$ cat src/rtl/adder_pkg.sv
// Shared constants for the registered adder family: overflow-mode encodings,
// the default operand width and the overflow-select helper.
package adder_pkg;

    localparam int OVF_UNSIGNED = 0;
    localparam int OVF_SIGNED   = 1;
    localparam int ADDER_W      = 4;

    // Signed overflow occurs exactly when the carry into the MSB differs from the carry out.
    function automatic logic ovf_flag(input int mode, input logic carry_msb, input logic carry_out);
        logic flag;
        flag = carry_out;
        if (mode == OVF_SIGNED) begin
            flag = carry_msb ^ carry_out;
        end
        return flag;
    endfunction

endpackage

$ cat src/rtl/reg_adder_full_adder.sv
// One-bit full adder cell, the building block of the ripple-carry chain in reg_adder.
module full_adder (
    input  logic a,
    input  logic b,
    input  logic cin,
    output logic s,
    output logic cout
);

    assign s    = a ^ b ^ cin;
    assign cout = (a & b) | (cin & (a ^ b));

endmodule

$ cat src/rtl/reg_adder.sv
// Registered two-operand adder: ripple-carry chain, overflow select and an output
// register with asynchronous clear. Outputs are registers only, with one cycle of latency.
module reg_adder
    import adder_pkg::*;
#(
    parameter int WIDTH    = ADDER_W,
    parameter int OVF_MODE = OVF_UNSIGNED
) (
    input  logic             clk,
    input  logic             rst_n,
    input  logic             en,
    input  logic [WIDTH-1:0] a,
    input  logic [WIDTH-1:0] b,
    output logic [WIDTH-1:0] sum,
    output logic             overflow
);

    logic [WIDTH:0]   carry;
    logic [WIDTH-1:0] sum_next;
    logic             ovf_next;
    logic [WIDTH-1:0] sum_reg;
    logic             ovf_reg;

    assign carry[0] = 1'b0;

    generate
        for (genvar gi = 0; gi < WIDTH; gi++) begin : g_ripple
            full_adder u_fa (
                .a    (a[gi]),
                .b    (b[gi]),
                .cin  (carry[gi]),
                .s    (sum_next[gi]),
                .cout (carry[gi+1])
            );
        end
    endgenerate

    // carry[WIDTH-1] is the carry into the MSB, carry[WIDTH] the carry out.
    assign ovf_next = ovf_flag(OVF_MODE, carry[WIDTH-1], carry[WIDTH]);

    // Sum and flag share one register enable so they always move together.
    always_ff @(posedge clk or negedge rst_n) begin
        if (!rst_n) begin
            sum_reg <= '0;
            ovf_reg <= 1'b0;
        end else if (en) begin
            sum_reg <= sum_next;
            ovf_reg <= ovf_next;
        end
    end

    assign sum      = sum_reg;
    assign overflow = ovf_reg;

endmodule

$ cat config.mk
export PLATFORM = sky130hd
export DESIGN_NAME = reg_adder
export DESIGN_NICKNAME = d
export VERILOG_FILES = /design/src/rtl/adder_pkg.sv /design/src/rtl/reg_adder_full_adder.sv /design/src/rtl/reg_adder.sv
export SDC_FILE = /design/constraint.sdc
export NUM_CORES = 1
export LEC_CHECK = 0
export ABC_AREA = 1
export CAP_MARGIN = 10
export CELL_PAD_IN_SITES_DETAIL_PLACEMENT = 0
export CELL_PAD_IN_SITES_GLOBAL_PLACEMENT = 1
export CORE_AREA = 4 4 41 43
export CTS_CLUSTER_DIAMETER = 60
export CTS_CLUSTER_SIZE = 14
export DETAILED_ROUTE_END_ITERATION = 12
export DIE_AREA = 0 0 45 47
export GPL_TIMING_DRIVEN = 0
export HOLD_SLACK_MARGIN = 0.12
export PLACE_DENSITY = 0.63
export SYNTH_ARGS = -nofsm -noshare
export SYNTH_HDL_FRONTEND = slang
export SYNTH_SLANG_ARGS = --single-unit
$ cat constraint.sdc
create_clock -name clk -period 1 [get_ports clk]
set_input_delay 0.15 -clock clk [delete_from_list [all_inputs] [get_ports clk]]
set_output_delay 0.15 -clock clk [all_outputs]
set_load 0.03 [all_outputs]
### Word level (Yosys, flattened, before mapping)

Cells that the tools add are included.

| word-level totals | value |
|---|---|
| register bits after elaboration | 5 |
| latch bits | 0 |
| RAM bits | 0 |
| memory bits (read-only) | 0 |
| bits of input ports | 11 |
| output and inout bits | 5 |
| logic and storage cells | 19 |
| memories kept | 0 |

| operators by class | value |
|---|---|
| $add $sub $neg | 0 |
| multiply operators | 0 |
| div/mod/pow operators | 0 |
| order comparisons | 0 |
| equal/unequal tests | 0 |
| shift operators | 0 |
| multiplexer cells | 0 |
| bitwise gates (word level) | 17 |
| reductions and logical operators | 0 |

Operator list:

| operator | count |
|---|---|
| 1-bit bitwise AND | 7 |
| 1-bit XOR | 7 |
| 1-bit bitwise OR | 3 |

### Logic depth before layout (Yosys ltp)

Gate-level depths: netlist of the first run.

| logic depth | value |
|---|---|
| depth in word-level cells | 7 |
| gate-level depth with buffers | 8 |
| gate-level depth less buffers | 8 |

### Cells and area by module

Synthesis of the first run repeated with hierarchy kept, for this count alone.

| unflattened totals | value |
|---|---|
| cell total of the unflattened synthesis | 26 |
| area, all modules | 269.0 µm² |

By module, submodules not included:

| module | times used | cells each | area each (µm²) | seq. area each (µm²) |
|---|---|---|---|---|
| reg_adder | 1 | 22 | 188.9 | 125.1 |
| full_adder | 4 | 1 | 20.0 | 0.0 |

### Worst setup path after synthesis of the first run

OpenSTA, ideal clock, no wires.

| timing path | value |
|---|---|
| path type | input -> register |
| start | input port a[0] |
| end | register sum_reg[3] (netlist: sum[3]) |
| library setup time | 65 ps |
| arrival | 1662 ps |
| data required time | 935 ps |
| slack | -727 ps |
| cell stages on the path | 8 |
| buffers on the path | 0 |
| path through | ha_1 > fa_1 > fa_1 > inv_1 > fa_1 > inv_1 > nand2_1 > nand2_1 |

| between the ends | value |
|---|---|
| cells in the longest elaborated chain, start to end | 6 |

Ends and longest elaborated chain:

| element | RTL line | source |
|---|---|---|
| from (decl) | reg_adder.sv:12 | `input logic [WIDTH-1:0] a,` |
| 1-bit bitwise AND (2 in a row) | reg_adder_full_adder.sv:11 | `assign cout = (a & b) \| (cin & (a ^ b));` |
| 1-bit bitwise OR | reg_adder_full_adder.sv:11 |  |
| 1-bit bitwise AND | reg_adder_full_adder.sv:11 |  |
| 1-bit bitwise OR | reg_adder_full_adder.sv:11 |  |
| 1-bit XOR | reg_adder_full_adder.sv:10 | `assign s = a ^ b ^ cin;` |
| to (signal assigned) | reg_adder.sv:47 | `sum_reg <= sum_next;` |
| to (decl) | reg_adder.sv:21 | `logic [WIDTH-1:0] sum_reg;` |

No other way between the ends.
A chain may end at the register's enable or synchronous reset.

### Worst setup path after layout of the first run

Ends and elaborated chain as after synthesis.

==> results of run 1 <==
## kinds of logic after synthesis
kind of cell | count (synthesis) | share of synthesized area
DFF | 5 | 0.452
adders and majority gates | 4 | 0.262
buffers and inverters | 6 | 0.0814
and+or+nand+nor | 15 | 0.204
## report_power, final
part / internal (W) / switching [W]
Sequential: 0.000233 / 0.0000136
Combinational: 0.0000856 / 0.000126
Clock: 0.000150 / 0.0000759
Total: 0.000469 / 0.000216
## synthesized netlist by cell type (all sizes together)
cell type   n  area share
dfrtp       5        0.45
ha          1       0.045
inv         6       0.081
fa          3        0.22
nand2      15        0.20
## what timing repair did
item / in CTS / in global routing
setup endpoints to repair: 9 / 3
setup buffers: 0 / 0
pin swaps: 5 / 5
gates resized for setup: 37 / 3
## area by class of cell
cell class,instances,area (sq um),area share
clock buffer,4,26.3,0.0569
inverter,6,22.5,0.0488
timing repair buffer,15,123,0.266
tap,15,18.8,0.0407
sequential,5,125,0.271
multi-input combinational,19,146,0.317
## final timing paths
check / from / end / slack [ns] / cells past startpoint
worst max-delay path: a[0] / sum[3]$_DFFE_PN0P_ / -0.55 / 9
worst min-delay path: rst_n / sum[2]$_DFFE_PN0P_ / 0.13 / 1
worst max register to register: sum[3]$_DFFE_PN0P_ / sum[3]$_DFFE_PN0P_ / 0.40 / 2
worst min register to register: overflow$_DFFE_PN0P_ / overflow$_DFFE_PN0P_ / 0.46 / 2
max in group asynchronous: rst_n / sum[3]$_DFFE_PN0P_ / 0.68 / 1
min in group clk: b[0] / sum[0]$_DFFE_PN0P_ / 0.22 / 4
## critical path, cell delays in order
cell and delay [ns]:
buf_6 0.10, ha_4 0.15, fa_2 0.34, fa_2 0.36, inv_2 0.06, fa_1 0.40
inv_1 0.06, nand2_1 0.04, nand2_1 0.06
## per-layer routing
| layer | global-route usage | routed length (microns) | vias to the layer above |
|---|---|---|---|
| li1 | - | - | 123 |
| met1 | 0.0631 | 184 | 105 |
| met2 | 0.116 | 331 | 6 |
| met3 | 0.0575 | 44 | 0 |
| met4 | 0.0175 | 0 | 0 |
| met5 | 0 | 0 | - |
## metrics by stage
stage	setup slack, ns	TNS, ns	instance area [sq um]	total power [W]
floorplan	-0.656	-1.41	294	0.000373
global placement	-1.19	-4.30	463	0.000498
detailed placement	-1.20	-4.34	463	0.000501
CTS	-0.579	-1.13	464	0.000708
global route	-0.636	-1.23	462	0.000745
finish	-0.545	-1.03	462	0.000685
## cells in the final DEF, fill, tap and decap left out, drive strengths merged
master / Yosys / final
clkdlybuf4s50: 0 / 6
nand2: 15 / 15
clkbuf: 0 / 5
inv: 6 / 6
buf: 0 / 7
clkdlybuf4s15: 0 / 1
ha: 1 / 1
dfrtp: 5 / 5
fa: 3 / 3
==> flow_summary.ini, run 1 <==
[synth]
yosysWarnings = 0
netlist_instances = 30
synthDistinctLibCells = 6
syn_area_sq_um = 277
ys_seq_area_frac = 0.452
ys_seq_elements = 5
synth_fp_nets = 45
avgSynthCellArea_sq_um = 9.22

[worst_hold_path]
hold_class = in2async

[power_and_ir_drop]
ir_worst_vdd_uv = 790
p_leak_nw = 0.243
power.density_nw_per_um2 = 1480

[timing]
finalHoldViolations = 0
tightest_slew_ns = 0.216
finalWorstSetupSlack_ns = -0.545
rsz0062_at_grt = true
fin_crit_sh = 1.55
finClkSkew_ns = 0
finalMaxSlewViolations = 0
whs_ns = 0.128
fin_crit_ns = 1.55
relSlewSlack = 0.855
setup_violations = 3
fmax_mhz = 647

[placement]
dp_hpwl_microns = 496
place.gp.congestion = 0.662
portBuffers = 15
dp_cells = 60

[cts]
holdBufCountCts = 0
clk_pin_slew_ns = 0.04
cts_tree = built
numCtsBuffers = 3
root_buffer = clkbuf_4
cts.sinks = 5
cts-htree-levels = 1
clock_latency_ns = 0.23
clockBufferDepth = 2

[layout]
final_cells = 64
layout-drive-gt1-share = 0.327
nets = 65
diodes = 0
n_fill_cell = 149
area_growth_pct = 67.0
largest_register_ffs = 4
fin_util = 0.355

[floorplanning]
num_rows = 13
core_area_sq_um = 1300
initial_core_util = 0.212
io_pins = 16
die_area_sq_um = 2120
die_w_microns = 45
chipHeight_microns = 47

[job]
maxCapViolCount = 0

[grt]
gr-usage-all-layers = 0.0686
grt_pass1_vias = 266
antenna_found_initial = 0
grt_remaining_overflow = 0
grt_max_degree = 7
grt_pass1_wl_microns = 972

[route]
viasPerCell = 3.66
drcViolationCount = 0
first_pass_iters = 1
dr_total_vias = 234
ant_nets = 0
drt_wl_total_microns = 559
drt-initial-drc-count = 0
wl_per_cell_microns = 8.73

[worst_setup_path]
cp.required_ns = 1.17
critPathKind = in2reg
endpoint_kind = flop
cp-start-kind = input port
path_max_fanout = 1
worstPathArrival_ns = 1.71

[run_status]
status = complete, but fails checks
violations = setup timing
Power figures use the tool's default switching activity.
==> run 2: changes to the inputs <==
PLACE_DENSITY = default   (was 0.63)
PLACE_DENSITY_LB_ADDON = 0.1   (was default)
SKIP_LAST_GASP = 1   (was default)
==> flow_summary.ini, run 2 (synthesis gave the netlist of run 1 again) <==
[timing]
fin_crit_ns = 1.54
fin_crit_sh = 1.54
fmax_mhz = 651
finClkSkew_ns = 0
whs_ns = 0.129
tightest_slew_ns = 0.223
finalMaxSlewViolations = 0
relSlewSlack = 0.851
setup_violations = 3
rsz0062_at_grt = true
finalWorstSetupSlack_ns = -0.537
finalHoldViolations = 0

[power_and_ir_drop]
power_switching_share = 0.317
power.density_nw_per_um2 = 1490
power_frac_seq = 0.361
intPower_w = 0.000470
combPwrFrac = 0.309
p_leak_nw = 0.243
clockPowerShare = 0.330
ir_worst_vdd_uv = 267
switchingPower_w = 0.000218

[cts]
cts-htree-levels = 1
cts_tree = built
numCtsBuffers = 3
clock_latency_ns = 0.24
cts.sinks = 5
root_buffer = clkbuf_4
clk_pin_slew_ns = 0.04
holdBufCountCts = 0
clockBufferDepth = 2

[placement]
preCtsSetupSlack_ns = -1.21
portBuffers = 15
place.gp.congestion = 0.654
dp_hpwl_microns = 480

[worst_setup_path]
path_max_fanout = 1
critPathLaunch = a[0]
cp-start-kind = input port
endpoint_kind = flop
critPathKind = in2reg
cp.required_ns = 1.18
worstPathArrival_ns = 1.72
worstReg2RegStart = overflow$_DFFE_PN0P_

[worst_hold_path]
hold_class = in2async

[route]
drt-initial-drc-count = 1
first_pass_iters = 3
wl_per_cell_microns = 8.75
drcViolationCount = 0
ant_nets = 0
drt_wl_total_microns = 560
viasPerCell = 3.72
dr_total_vias = 238

[job]
maxCapViolCount = 0

[layout]
nets = 65
final_cell_mix = nand2_1, clkdlybuf4s50_1, buf_2, dfrtp_1, inv_1
largest_register_ffs = 4
area_growth_pct = 67.0
layout-drive-gt1-share = 0.327
fin_util = 0.355
diodes = 0
layout_commonest_cell = nand2_1

[floorplanning]
chipHeight_microns = 47
die_area_sq_um = 2120
die_w_microns = 45
num_rows = 13
core_area_sq_um = 1300
io_pins = 16
initial_core_util = 0.212

[grt]
antenna_found_initial = 0
grt_remaining_overflow = 0
grt_pass1_wl_microns = 890
gr-usage-all-layers = 0.0653
grt_pass1_vias = 228
grt_max_degree = 7

[run_status]
status = complete, but fails checks
violations = setup timing
==> run 2: final cells by class <==
type                            instances  area (sq um)
Sequential cell                         5           125
Clock buffer                            4          26.3
Fill cell                             152           840
Timing Repair Buffer                   15           123
Multi-Input combinational cell         19           146
Tap cell                               15          18.8
Inverter                                6          22.5
==> run 2: worst paths after layout <==
kind,cells past startpoint,end,slack [ns]
max in group asynchronous,1,sum[0]$_DFFE_PN0P_,0.68
worst max register to register,2,overflow$_DFFE_PN0P_,0.41
min in group clk,4,sum[0]$_DFFE_PN0P_,0.22
worst max-delay path,9,sum[3]$_DFFE_PN0P_,-0.54
worst min-delay path,1,overflow$_DFFE_PN0P_,0.13
worst min register to register,2,sum[1]$_DFFE_PN0P_,0.47
==> run 2: layer usage <==
metal / global-route usage / routed length (microns) / share of wire / up-vias
met5: 0 / 0 / 0 / -
met4: 0.123 / 20 / 0.036 / 0
met3: 0.0115 / 89 / 0.16 / 2
met2: 0.0791 / 241 / 0.43 / 16
met1: 0.0699 / 209 / 0.37 / 97
li1: - / - / - / 123
==> run 2: power by group through the flow <==
stage | sequential [W] | combinational (W) | clock, W
6_report | 0.000248 | 0.000212 | 0.000227
5_1_grt | 0.000252 | 0.000234 | 0.000242
4_1_cts | 0.000248 | 0.000218 | 0.000239
3_5_place_dp | 0.000252 | 0.000247 | 0
3_3_place_gp | 0.000250 | 0.000244 | 0
2_1_floorplan | 0.000312 | 0.0000603 | 0
==> run 2: what timing repair did <==
item / CTS / global route
hold endpoints to repair: 0 / 0
endpoints found under the setup margin: 9 / 3
resized for setup: 37 / 3
setup buffers: 0 / 0
pin swaps: 5 / 5
==> run 2: per-stage QoR <==
step | area, sq um | TNS (ns) | power, W | cells
2_1_floorplan | 294 | -1.41 | 0.000373 | 30
3_3_place_gp | 463 | -4.25 | 0.000493 | 60
3_5_place_dp | 463 | -4.38 | 0.000499 | 60
4_1_cts | 464 | -1.14 | 0.000705 | 64
5_1_grt | 462 | -1.23 | 0.000729 | 64
6_report | 462 | -1.05 | 0.000688 | 64
==> run 2: critical path, stage by stage <==
cell and delay, ns:
buf_6 0.10, ha_4 0.14, fa_2 0.34, fa_2 0.36, inv_2 0.06, fa_1 0.40, inv_1 0.06, nand2_1 0.04
nand2_1 0.05
